### src/rtl/kws_act_pkg.sv
// Shared types and constants for the ReLU activation sequencer.
// Holds the FSM state encoding and default datapath widths.
package kws_act_pkg;

  localparam int DATA_W_DEF = 64;
  localparam int ADDR_W_DEF = 10;
  localparam int LEN_W_DEF  = 10;

  // Sign bit of a default-width activation word
  localparam int SIGN_BIT = DATA_W_DEF - 1;

  typedef enum logic [2:0] {
    S_IDLE,
    S_READ,
    S_WAIT_RD,
    S_ISSUE,
    S_WAIT_DONE,
    S_WRITE,
    S_FINISH
  } seq_state_e;

endpackage

### src/rtl/seq_timeout_ctr.sv
// Clear/enable counter that flags the cycle in which it reaches LIMIT.
// Used to bound the wait for the ReLU responder's done pulse.
module seq_timeout_ctr #(
  parameter int LIMIT = 15,
  localparam int W = $clog2(LIMIT + 1)
) (
  input  logic clk,
  input  logic reset_n,
  input  logic clr,
  input  logic en,
  output logic expire
);

  logic [W-1:0] cnt_q, cnt_d;

  always_comb begin
    cnt_d = cnt_q;
    if (clr) begin
      cnt_d = '0;
    end else if (en && cnt_q != W'(LIMIT)) begin
      cnt_d = cnt_q + 1'b1;
    end
  end

  // High in the cycle whose increment brings the count to LIMIT
  assign expire = en && !clr && (cnt_q == W'(LIMIT - 1));

  always_ff @(posedge clk or negedge reset_n) begin
    if (!reset_n) begin
      cnt_q <= '0;
    end else begin
      cnt_q <= cnt_d;
    end
  end

endmodule

### src/rtl/relu_sequencer.sv
// Walks a block of activation words through the ReLU responder
// and writes results back; counts negative words, flags timeouts.
module relu_sequencer
  import kws_act_pkg::*;
#(
  parameter int DATA_W  = DATA_W_DEF,
  parameter int ADDR_W  = ADDR_W_DEF,
  parameter int LEN_W   = LEN_W_DEF,
  parameter int TIMEOUT = 15
) (
  input  logic              clk,
  input  logic              reset_n,
  input  logic              go,
  input  logic [ADDR_W-1:0] src_base,
  input  logic [ADDR_W-1:0] dst_base,
  input  logic [LEN_W-1:0]  len,
  output logic              busy,
  output logic              finished,
  output logic              error,
  output logic [LEN_W-1:0]  neg_count,
  output logic              rd_en,
  output logic [ADDR_W-1:0] rd_addr,
  input  logic [DATA_W-1:0] rd_data,
  output logic              wr_en,
  output logic [ADDR_W-1:0] wr_addr,
  output logic [DATA_W-1:0] wr_data,
  output logic              act_start,
  output logic [DATA_W-1:0] act_data,
  input  logic [DATA_W-1:0] act_result,
  input  logic              act_done
);

  localparam int MsbIdx = SIGN_BIT + (DATA_W - DATA_W_DEF);

  seq_state_e state_q, state_d;

  logic [ADDR_W-1:0] src_q, src_d;
  logic [ADDR_W-1:0] dst_q, dst_d;
  logic [LEN_W-1:0]  len_q, len_d;
  logic [LEN_W-1:0]  idx_q, idx_d;
  logic [LEN_W-1:0]  neg_q, neg_d;
  logic [DATA_W-1:0] opnd_q, opnd_d;
  logic [DATA_W-1:0] res_q, res_d;
  logic [ADDR_W-1:0] rd_addr_q, rd_addr_d;
  logic [ADDR_W-1:0] wr_addr_q, wr_addr_d;
  logic              err_q, err_d;
  logic              busy_q, fin_q;
  logic              rd_en_q, wr_en_q, start_q;

  logic tmo_clr, tmo_en, tmo_exp;
  logic last_word;

  assign tmo_clr   = (state_q != S_WAIT_DONE);
  assign tmo_en    = (state_q == S_WAIT_DONE) && !act_done;
  assign last_word = (idx_q == len_q - LEN_W'(1));

  seq_timeout_ctr #(
    .LIMIT (TIMEOUT)
  ) u_tmo (
    .clk     (clk),
    .reset_n (reset_n),
    .clr     (tmo_clr),
    .en      (tmo_en),
    .expire  (tmo_exp)
  );

  always_comb begin
    state_d = state_q;
    src_d   = src_q;
    dst_d   = dst_q;
    len_d   = len_q;
    idx_d   = idx_q;
    neg_d   = neg_q;
    opnd_d  = opnd_q;
    res_d   = res_q;
    err_d   = err_q;
    unique case (state_q)
      S_IDLE: begin
        if (go) begin
          src_d   = src_base;
          dst_d   = dst_base;
          len_d   = len;
          idx_d   = '0;
          neg_d   = '0;
          err_d   = 1'b0;
          state_d = (len == '0) ? S_FINISH : S_READ;
        end
      end
      S_READ: state_d = S_WAIT_RD;
      S_WAIT_RD: begin
        opnd_d  = rd_data;
        neg_d   = neg_q + LEN_W'(rd_data[MsbIdx]);
        state_d = S_ISSUE;
      end
      S_ISSUE: state_d = S_WAIT_DONE;
      S_WAIT_DONE: begin
        // A done pulse in the expiry cycle still completes the word
        if (act_done) begin
          res_d   = act_result;
          state_d = S_WRITE;
        end else if (tmo_exp) begin
          err_d   = 1'b1;
          state_d = S_FINISH;
        end
      end
      S_WRITE: begin
        if (last_word) begin
          state_d = S_FINISH;
        end else begin
          idx_d   = idx_q + 1'b1;
          state_d = S_READ;
        end
      end
      S_FINISH: state_d = S_IDLE;
      default:  state_d = S_IDLE;
    endcase
  end

  // Addresses are registered alongside the state they belong to
  always_comb begin
    rd_addr_d = rd_addr_q;
    wr_addr_d = wr_addr_q;
    if (state_d == S_READ) begin
      rd_addr_d = src_d + ADDR_W'(idx_d);
    end
    if (state_d == S_WRITE) begin
      wr_addr_d = dst_d + ADDR_W'(idx_d);
    end
  end

  always_ff @(posedge clk or negedge reset_n) begin
    if (!reset_n) begin
      state_q   <= S_IDLE;
      src_q     <= '0;
      dst_q     <= '0;
      len_q     <= '0;
      idx_q     <= '0;
      neg_q     <= '0;
      opnd_q    <= '0;
      res_q     <= '0;
      err_q     <= 1'b0;
      rd_addr_q <= '0;
      wr_addr_q <= '0;
      busy_q    <= 1'b0;
      fin_q     <= 1'b0;
      rd_en_q   <= 1'b0;
      wr_en_q   <= 1'b0;
      start_q   <= 1'b0;
    end else begin
      state_q   <= state_d;
      src_q     <= src_d;
      dst_q     <= dst_d;
      len_q     <= len_d;
      idx_q     <= idx_d;
      neg_q     <= neg_d;
      opnd_q    <= opnd_d;
      res_q     <= res_d;
      err_q     <= err_d;
      rd_addr_q <= rd_addr_d;
      wr_addr_q <= wr_addr_d;
      busy_q    <= (state_d != S_IDLE);
      fin_q     <= (state_d == S_FINISH);
      rd_en_q   <= (state_d == S_READ);
      wr_en_q   <= (state_d == S_WRITE);
      start_q   <= (state_d == S_ISSUE);
    end
  end

  assign busy      = busy_q;
  assign finished  = fin_q;
  assign error     = err_q;
  assign neg_count = neg_q;
  assign rd_en     = rd_en_q;
  assign rd_addr   = rd_addr_q;
  assign wr_en     = wr_en_q;
  assign wr_addr   = wr_addr_q;
  assign wr_data   = res_q;
  assign act_start = start_q;
  assign act_data  = opnd_q;

endmodule

### config.mk
export PLATFORM = sky130hd
export DESIGN_NAME = relu_sequencer
export DESIGN_NICKNAME = d
export VERILOG_FILES = /design/src/rtl/kws_act_pkg.sv /design/src/rtl/seq_timeout_ctr.sv /design/src/rtl/relu_sequencer.sv
export SDC_FILE = /design/constraint.sdc
export NUM_CORES = 1
export LEC_CHECK = 0
export BUFFER_PORTS_ARGS = -buffer_cell sky130_fd_sc_hd__buf_4
export CAP_MARGIN = 40
export CORE_MARGIN = 1.5
export CORE_UTILIZATION = 45
export DETAILED_ROUTE_END_ITERATION = 8
export PLACE_DENSITY = 0.72
export SYNTH_ARGS = -nofsm -noshare
export SYNTH_HDL_FRONTEND = slang
export SYNTH_SLANG_ARGS = --single-unit
export TNS_END_PERCENT = 5
### constraint.sdc
create_clock -name clk -period 9.7 [get_ports clk]
set_clock_uncertainty 0.05 [all_clocks]
set_input_delay 1.94 -clock clk [delete_from_list [all_inputs] [get_ports clk]]
set_output_delay 1.94 -clock clk [all_outputs]
set_load 0.05 [all_outputs]
### After elaboration in Yosys (flattened, before gate mapping)

Index checks and enable logic that the tools add are counted.

| operators by class | value |
|---|---|
| add/sub/neg operators | 6 |
| mux-type cells | 21 |
| reduce and logical (&&, ||, !) cells | 16 |
| equality and inequality tests | 16 |

Operator list:

| kind | number |
|---|---|
| 10-bit 2-to-1 mux | 7 |
| 10-bit one-hot mux with 2 select lines | 2 |
| 10-bit adder | 2 |
| 3-bit one-hot mux with 6 select lines | 1 |
| 3-bit 2-to-1 mux | 5 |
| 3-bit equality test (second input constant) | 4 |
| 10-bit by 1-bit adder with 10-bit output | 1 |
| 10-bit by 1-bit adder with 10-bit output (second input constant) | 1 |
| 10-bit equality test | 1 |
| 10-bit logical NOT | 1 |
| 10-bit by 1-bit subtractor with 10-bit output (second input constant) | 1 |
| 3-bit by 2-bit equality test with 1-bit output (second input constant) | 3 |
| 4-bit 2-to-1 mux | 2 |
| 3-bit by 1-bit equality test with 1-bit output (second input constant) | 2 |
| 2-bit inequality test (second input constant) | 3 |
| 2-bit AND reduction | 3 |
| 2-bit nonzero test | 3 |
| 4-bit by 1-bit adder with 4-bit output (second input constant) | 1 |
| 4-bit equality test (second input constant) | 1 |
| 1-bit logical AND | 4 |
| 4-bit inequality test (second input constant) | 1 |
| 4-bit AND reduction | 1 |
| 3-bit logical NOT | 1 |
| 1-bit 2-to-1 mux | 3 |
| other kinds (4) | 5 |

| storage, ports and cells | value |
|---|---|
| input port bits | 162 |
| flip-flop bits (word level) | 211 |
| word-level logic and storage cells | 76 |

### Longest topological paths before layout

Gate-level depths: netlist (run 1).

| logic depth | value |
|---|---|
| depth in word-level cells | 8 |
| gate-level depth with buffers | 19 |
| depth with buffers taken out | 19 |

### Modules after synthesis

A second synthesis (run 1) with hierarchy kept.

| unflattened totals | value |
|---|---|
| cells, all modules | 1,033 |
| area total of the unflattened synthesis | 9,365.2 sq um |

By module, submodules not included:

| module | area each (sq um) | cells each | seq. area each (sq um) | instances |
|---|---|---|---|---|
| relu_sequencer | 9,111.2 | 1,009 | 5,180.0 | 1 |
| seq_timeout_ctr | 254.0 | 24 | 100.1 | 1 |

### Least setup slack after synthesis (run 1)

No wires, ideal clock.

| timing path | value |
|---|---|
| kind | input-to-reg |
| start | in go |
| end | reg wr_addr_q[9], in the netlist wr_addr[9] |
| data arrival time | 4.957 ns |
| cell stages on the path | 15 |
| path slack | 4.616 ns |
| library setup time | 0.076 ns |
| cell sequence | and3_1 -> clkbuf_1 -> nor2_1 -> a21o_1 -> a22oi_1 -> inv_1 -> ha_1 -> a21o_1 -> a21oi_1 -> o21ai_0 -> or4_1 -> a31o_2 -> a21oi_1 -> xor3_1 -> o21ai_1 |

| on the way | value |
|---|---|
| word-level cells in the longest chain between the ends | 3 |

Ends and longest elaborated chain:

| what | RTL line | RTL |
|---|---|---|
| start: declaration | relu_sequencer.sv:13 | `input logic go,` |
| 10-bit 2-to-1 mux | relu_sequencer.sv:79 | `if (go) begin` |
| 10-bit one-hot mux with 2 select lines | relu_sequencer.sv:77 | `unique case (state_q)` |
| net idx_d[1] | relu_sequencer.sv:40 | `logic [LEN_W-1:0] idx_q, idx_d;` |
| 10-bit adder | relu_sequencer.sv:127 | `wr_addr_d = dst_d + ADDR_W'(idx_d);` |
| end signal: assignment | relu_sequencer.sv:160 | `wr_addr_q <= wr_addr_d;` |
| end: declaration | relu_sequencer.sv:45 | `logic [ADDR_W-1:0] wr_addr_q, wr_addr_d;` |

The timed path passes the listed nets, and every way through them passes these cells.
A chain may end at the register's enable or synchronous reset.

### Final worst setup path (run 1)

Ends and elaborated chain as after synthesis.

==> results of run 1 <==
power breakdown:
part | internal (uW) | leakage (uW) | switching [uW]
clock network | 484 | 0.000352 | 349
logic | 809 | 0.00392 | 1920
registers | 1270 | 0.00265 | 245
metal layers:
layer / GRT usage (%) / part of all wire, % / vias to the layer above
li1: - / - / 3919
met5: 0 / 0 / -
met1: 31.6 / 42 / 3753
met3: 6.59 / 7.3 / 65
met4: 8.48 / 3.5 / 0
met2: 39.3 / 47 / 275
stage by stage:
stage / hold slack, ps / total power [uW] / setup WS, ps / area, um2
final: 425 / 5080 / 4480 / 12700
after global routing: 444 / 5360 / 4210 / 12700
after CTS: 428 / 5110 / 4480 / 12700
after detailed placement: 413 / 4270 / 4000 / 12000
after global placement: 409 / 4230 / 4130 / 12000
after floorplan: 396 / 3360 / 4620 / 9270
cells by family after synthesis:
logic type,after synthesis,share of synthesized area (%)
and+or+nand+nor,594,26.0
muxes,15,1.75
buffers and inverters,63,2.59
DFF,211,57.0
adders and majority gates,26,3.67
AOI/OAI and AO/OA,84,5.84
xor gates and xnor gates,32,3.18
path summary, 6_finish.rpt:
check | startpoint | to | slack, ps | depth (start not counted)
max | go | wr_addr[9] | 4480 | 16
min | act_data[6] | act_data[6] | 420 | 2
max reg2reg | len_q[0] | wr_addr[9] | 4620 | 18
min reg2reg | act_data[6] | act_data[6] | 420 | 2
max in group asynchronous | reset_n | act_data[20] | 7030 | 3
min in group asynchronous | reset_n | act_data[42] | 1460 | 1
worst max-delay path: cells and delay by family:
family | cells | cell delay, ps
AOI/OAI and AO/OA | 8 | 1690
and+or+nand+nor | 3 | 790
buffers and inverters | 3 | 610
adders and majority gates | 1 | 300
xor gates and xnor gates | 1 | 230
layout make-up:
| class | count | share of cell area [%] |
|---|---|---|
| Clock buffer | 37 | 5.42 |
| Multi-Input combinational cell | 751 | 29.6 |
| Sequential cell | 211 | 41.6 |
| Clock inverter | 4 | 0.187 |
| Tap cell | 270 | 2.66 |
| Timing Repair Buffer | 335 | 20.0 |
| Inverter | 21 | 0.620 |
placed cells by master (no fill, tap or decap), drive strengths merged, types with 6 or more instances in the layout:
cell,synthesis,routed
o21ai,38,38
and3,8,8
clkbuf,34,38
nor2b,6,6
xnor2,16,16
nand2,500,500
buf,8,334
inv,21,22
a21oi,7,7
nor4,6,6
xor2,15,15
nand3,13,13
a21o,7,7
ha,24,24
dfrtp,211,211
nor3,9,9
mux2,10,10
nor2,27,27
cell usage after synthesis, types with 6 or more instances:
cell type and n:
nand2_1 500, dfrtp_1 211, o21ai_0 36, clkbuf_1 34, nor2_1 26, ha_1 24
inv_1 21, xnor2_1 16, xor2_1 15, nand3_1 13, mux2_2 10, nor3_1 9
and3_1 8, a21o_1 7, a21oi_1 7, buf_1 7, nor2b_1 6
registers in the layout (all words and copies together), names as in the netlist:
name and count:
wr_data 64, len_q 10, error 1, u_tmo.cnt_q 4, busy 1, src_q 10, act_data 64, act_start 1
wr_en 1, wr_addr 10, idx_q 10, rd_en 1, dst_q 10, finished 1, rd_addr 10, neg_count 10
state_q 3
==> metrics.csv, run 1 <==
stage;metric;value;unit
timing;setup_viol;0;
global_route;grt_pass1_vias;7895;
yosys;ys_warn_count;0;
cells_and_area;instances_no_fill;1629;
critical_path;worstSetupPathType;input pin to flop;
cells_and_area;fin_util;62.8;%
global_route;antenna_found_initial;0;
clock_network;cts_setup_buffers;0;
global_route;grt_pass1_wl;41600;um
placement;dpl.hpwl;19000;um
yosys;syn-num-nets;1213;
cells_and_area;diodes;0;
yosys;yosys.area.top_type_share;57.0;%
timing;timing.fmax;192;MHz
yosys;seq_area_frac_synth;57.0;%
yosys;netlist_area;9270;um2
critical_path;startpoint_type;input pin;
placement;dp_cells;1588;
drt;via_per_inst;4.92;
cells_and_area;drive_above_1_share;29.0;%
worst_hold_path;hold_path_class;flop to flop;
run_status;status;complete, no violations;
global_route;grt_start_max_net_pins;96;
global_route;globalRouteTotalUtil;24.3;%
clock_network;clock-sinks;211;
cells_and_area;final_nets;1531;
critical_path;crit_arrival;5590;ps
floorplan;dieArea;21500;um2
placement;portBuffers;325;
critical_path;slowest_stage;or4_1;
clock_network;cts_buffers;23;
timing;worst_pin_slew;857;ps
drt;vias;8012;
cells_and_area;multi_input_area;3760;um2
cells_and_area;fill_cells;1705;
yosys;ys_types;54;
critical_path;required;10070;ps
yosys;synth.avg_cell_area;9.05;um2
yosys;synth_cells;1025;
floorplan;die_w;147;um
clock_network;cts_max_path_buffers;3;
timing;grt_setup_unrepaired;no;
floorplan;io_pins;326;
cells_and_area;areaGrowthSynthToFinish;37.0;%
drt;first_pass_iters;5;
clock_network;cts_resized;0;
drt;drtIter0Drc;495;
yosys;synth_seq_cells;211;
timing;timing.final.crit_share;53.8;%
yosys;synth_edf_count;0;
critical_path;crit_chain;buf_4 -> and3_1 -> buf_4 -> nor2_1 -> a21o_1 -> a22oi_1 -> inv_1 -> ha_1 -> a21o_1 -> a21oi_1 -> o21ai_0 -> or4_1 -> a31o_2 -> a21oi_1 -> xor3_1 -> o21ai_1;
clock_network;hold_buffers;0;
timing;setup_tns;0;ps
yosys;yosys-top-cells-area;dfrtp_1, nand2_1, ha_1;
floorplan;dieHeight;147;um
drt;wirelength;26300;um
floorplan;core_area;20200;um2
cells_and_area;seqCellArea;5280;um2
drt;drc_errors;0;
drt;wl_per_cell;16.2;um
timing;final_hold_viol_count;0;
critical_path;endpoint_kind;flop;
floorplan;core.rowCount;52;
yosys;ys.flop_type;dfrtp_1;
clock_network;htree_levels;1;
clock_network;tritoncts;built;
placement;finalWeightedCongestion;0.891;
power_and_ir_drop;ir_drop;0.244;mV
drt;postRouteAntennaNets;0;
clock_network;cts-root-buf;clkbuf_16;
clock_network;clkLatencyLatePin;510;ps
power_and_ir_drop;power_density;400;nW/um2
critical_path;crit_fanout;36;
clock_network;clk_pin_slew;60;ps
floorplan;initial_core_util;45.8;%
run;maxCapViolCount;0;
yosys;synth_top_area_cell;dfrtp_1;
timing;slew_headroom;42.9;%
global_route;overflow;0;
yosys;async_flop_share;100;%
timing;layout_min_cycle_time;5220;ps
critical_path;max_stage_delay;440;ps
timing;slew_violations;0;
power_and_ir_drop;power.leakage;0.00693;uW
Power figures use the tool's default switching activity.
==> run 2, diff against run 1 <==
--- a/config.mk
+++ b/config.mk
@@ -5,12 +5,13 @@
 export SDC_FILE = /design/constraint.sdc
 export NUM_CORES = 1
 export LEC_CHECK = 0
+export ABC_AREA = 1
 export BUFFER_PORTS_ARGS = -buffer_cell sky130_fd_sc_hd__buf_4
 export CAP_MARGIN = 40
 export CORE_MARGIN = 1.5
 export CORE_UTILIZATION = 45
 export DETAILED_ROUTE_END_ITERATION = 8
-export PLACE_DENSITY = 0.72
+export PLACE_DENSITY = 0.74
 export SYNTH_ARGS = -nofsm -noshare
 export SYNTH_HDL_FRONTEND = slang
 export SYNTH_SLANG_ARGS = --single-unit
==> constraint.sdc (replaced) <==
create_clock -name clk -period 4.74 [get_ports clk]
set_clock_uncertainty 0.05 [all_clocks]
set_input_delay 0.948 -clock clk [delete_from_list [all_inputs] [get_ports clk]]
set_output_delay 0.948 -clock clk [all_outputs]
set_load 0.05 [all_outputs]
==> run 2 against run 1 <==
Effect of this change:
- routed wire length increased by 5.7%
- first-iteration DRC count decreased by 8.3%
- sequential power increased by 100%
- combinational power increased by 120%
- via count increased by 8.8%
- cell area increased by 4.5%
- largest cell class unchanged
==> metrics.csv, run 2 <==
stage;metric;value;unit
run_status;status;complete, no violations;
timing;grt_setup_unrepaired;no;
clock_network;clkLatencyLatePin;510;ps
drt;drtIter0Drc;454;
drt;wl_per_cell;15.6;um
clock_network;htree_levels;1;
cells_and_area;mostFrequentLayoutCells;nand2_1, buf_4, dfrtp_1;
global_route;grt_pass1_wl;43100;um
yosys;async_flop_share;100;%
yosys;synth_top_area_cell;dfrtp_1;
placement;dpl.hpwl;20500;um
clock_network;cts_setup_buffers;0;
yosys;ys.flop_type;dfrtp_1;
drt;postRouteAntennaNets;0;
yosys;synth_edf_count;0;
yosys;synth_common_cells;nand2_1, dfrtp_1, inv_1;
yosys;yosys.area.top_type_share;54.6;%
critical_path;worstSetupPathType;flop to flop;
timing;slew_headroom;46.8;%
power_and_ir_drop;switching_share;49.6;%
worst_hold_path;hold_path_class;input pin to asynchronous set/reset pin;
critical_path;ff2ff_setup_slack;660;ps
drt;drc_errors;0;
timing;timing.final.crit_share;86.1;%
cells_and_area;areaGrowthSynthToFinish;37.4;%
timing;worst_pin_slew;798;ps
drt;first_pass_iters;6;
floorplan;dieHeight;150;um
floorplan;die_w;150;um
power_and_ir_drop;power.leakage;0.00731;uW
placement;finalWeightedCongestion;0.876;
yosys;synth_most_common_cell;nand2_1;
yosys;synth_seq_cells;211;
yosys;synth.avg_cell_area;8.26;um2
timing;setup_viol;0;
global_route;antenna_found_initial;0;
yosys;syn-num-nets;1358;
timing;setup_tns;0;ps
power_and_ir_drop;combPwrFrac;53.7;%
floorplan;core_area;21000;um2
run;maxCapViolCount;0;
timing;slew_violations;0;
critical_path;path_common_cell;nand2_1;
cells_and_area;final_nets;1680;
yosys;ys_warn_count;0;
yosys;netlist_area;9670;um2
cells_and_area;seqCellArea;5280;um2
cells_and_area;layout_commonest_cell;nand2_1;
power_and_ir_drop;p_switching;5450;uW
timing;timing.fmax;245;MHz
global_route;globalRouteTotalUtil;24.5;%
yosys;seq_area_frac_synth;54.6;%
clock_network;clock-sinks;211;
floorplan;io_pins;326;
clock_network;cts_resized;0;
global_route;grt_pass1_vias;8463;
critical_path;slowest_stage;o21ai_0;
yosys;yosys-top-cells-area;dfrtp_1, nand2_1, ha_1;
timing;final_hold_viol_count;0;
cells_and_area;fill_cells;1808;
critical_path;crit_chain;inv_1 -> ha_1 -> nand2_2 -> nor2_2 -> nand2_1 -> nand2_1 -> nand2_1 -> nand3_2 -> nor2_4 -> nand3_4 -> nand2_4 -> o21ai_0 -> ha_1 -> inv_1 -> fa_1 -> o21ai_0 -> nand2_1 -> nand2_1 -> a21oi_1 -> inv_1 -> a21oi_1 -> o21bai_1 -> xor2_1 -> o21ai_0;
yosys;ys_types;41;
clock_network;cts-root-buf;clkbuf_16;
drt;via_per_inst;4.88;
power_and_ir_drop;p_int;5540;uW
power_and_ir_drop;ir_drop;0.659;mV
floorplan;initial_core_util;46.0;%
power_and_ir_drop;p_seq_share;28.3;%
timing;layout_min_cycle_time;4080;ps
critical_path;max_stage_delay;480;ps
cells_and_area;diodes;0;
yosys;synth_cells;1170;
critical_path;crit_arrival;4390;ps
power_and_ir_drop;power_density;828;nW/um2
critical_path;required;5050;ps
clock_network;cts_buffers;24;
power_and_ir_drop;p_clk_share;18.0;%
clock_network;hold_buffers;0;
placement;post-place-ws;696;ps
critical_path;endpoint_kind;flop;
critical_path;crit_fanout;7;
floorplan;core.rowCount;53;
drt;wirelength;27800;um
critical_path;startpoint_type;flop;
clock_network;clk_pin_slew;60;ps
clock_network;cts_max_path_buffers;3;
drt;vias;8719;
clock_network;tritoncts;built;
floorplan;dieArea;22400;um2
cells_and_area;multi_input_area;3920;um2
cells_and_area;drive_above_1_share;27.5;%
global_route;overflow;0;
placement;portBuffers;325;
global_route;grt_start_max_net_pins;85;
timing;worst_slack;660;ps
==> run 2: changes by cell type after synthesis, moves of 10 or more <==
cell     before  now
xnor2_1      16    5
o21ai_0      36   54
nand3_1      13   44
mux2_2       10    0
nand2_1     500  563
a21oi_1       7   22
inv_1        21   77
==> run 2: cells by family (layout without fill, tap and decap cells) <==
| family | Yosys count | count (layout) | share of synthesized area, % |
|---|---|---|---|
| AND/OR/NAND/NOR | 689 | 689 | 29.4 |
| flip-flops | 211 | 211 | 54.6 |
| AO/OA/AOI/OAI | 101 | 101 | 5.68 |
| adder cells (fa/ha/maj) | 26 | 26 | 3.52 |
| buffers and inverters | 122 | 462 | 4.93 |
| XOR/XNOR | 21 | 21 | 1.90 |
==> run 2: metrics by stage <==
| step | util [%] | std cells | hold slack [ps] | area (um2) | power [uW] |
|---|---|---|---|---|---|
| after floorplan | - | 1170 | 400 | 9670 | 7160 |
| after global placement | 58.9 | 1740 | 405 | 12400 | 8960 |
| after detailed placement | 59.0 | 1741 | 410 | 12400 | 9050 |
| after CTS | 63.2 | 1785 | 306 | 13300 | 11100 |
| after global routing | 63.2 | 1785 | 330 | 13300 | 11600 |
| final | 63.2 | 1785 | 308 | 13300 | 11000 |
==> run 2: metal layers <==
layer / GRT usage [%] / up-vias / wire length (um)
met1: 30.1 / 4096 / 11100
met4: 7.18 / 0 / 735
met5: 0 / - / 0
met3: 6.40 / 46 / 1940
met2: 42.3 / 265 / 14000
li1: - / 4312 / -
==> run 2: worst paths after layout <==
path	to	cells past startpoint	start
worst max-delay path	wr_addr[8]	24	len_q[0]
worst min-delay path	act_data[31]	1	reset_n
worst min register to register	wr_data[58]	2	wr_data[58]
min in group clk	wr_data[58]	2	wr_data[58]
max in group asynchronous	wr_data[39]	3	reset_n
worst max register to register	wr_addr[8]	24	len_q[0]
==> run 2: final cells by class <==
class,count,share of cell area [%]
flip-flops and latches,211,39.8
multi-input cells,837,29.5
repair buffers,334,19.2
clock buffers,37,5.88
well taps,275,2.59
inverters,84,2.37
clock inverters,7,0.688
==> run 2: worst max-delay path, delay by kind of cell (launching register included) <==
family,cells,cell delay [ps]
AOI/OAI and AO/OA,6,1140
adders and majority gates,3,990
and+or+nand+nor,11,920
DFF,1,410
buffers and inverters,3,260
xor gates and xnor gates,1,160
==> run 2: power by group through the flow <==
stage | sequential (uW) | clock, uW | combinational (uW)
3_5_place_dp | 3110 | 0 | 5940
4_1_cts | 3110 | 2020 | 5950
2_1_floorplan | 5330 | 0 | 1820
3_3_place_gp | 3100 | 0 | 5860
6_report | 3110 | 1970 | 5910
5_1_grt | 3210 | 2080 | 6340
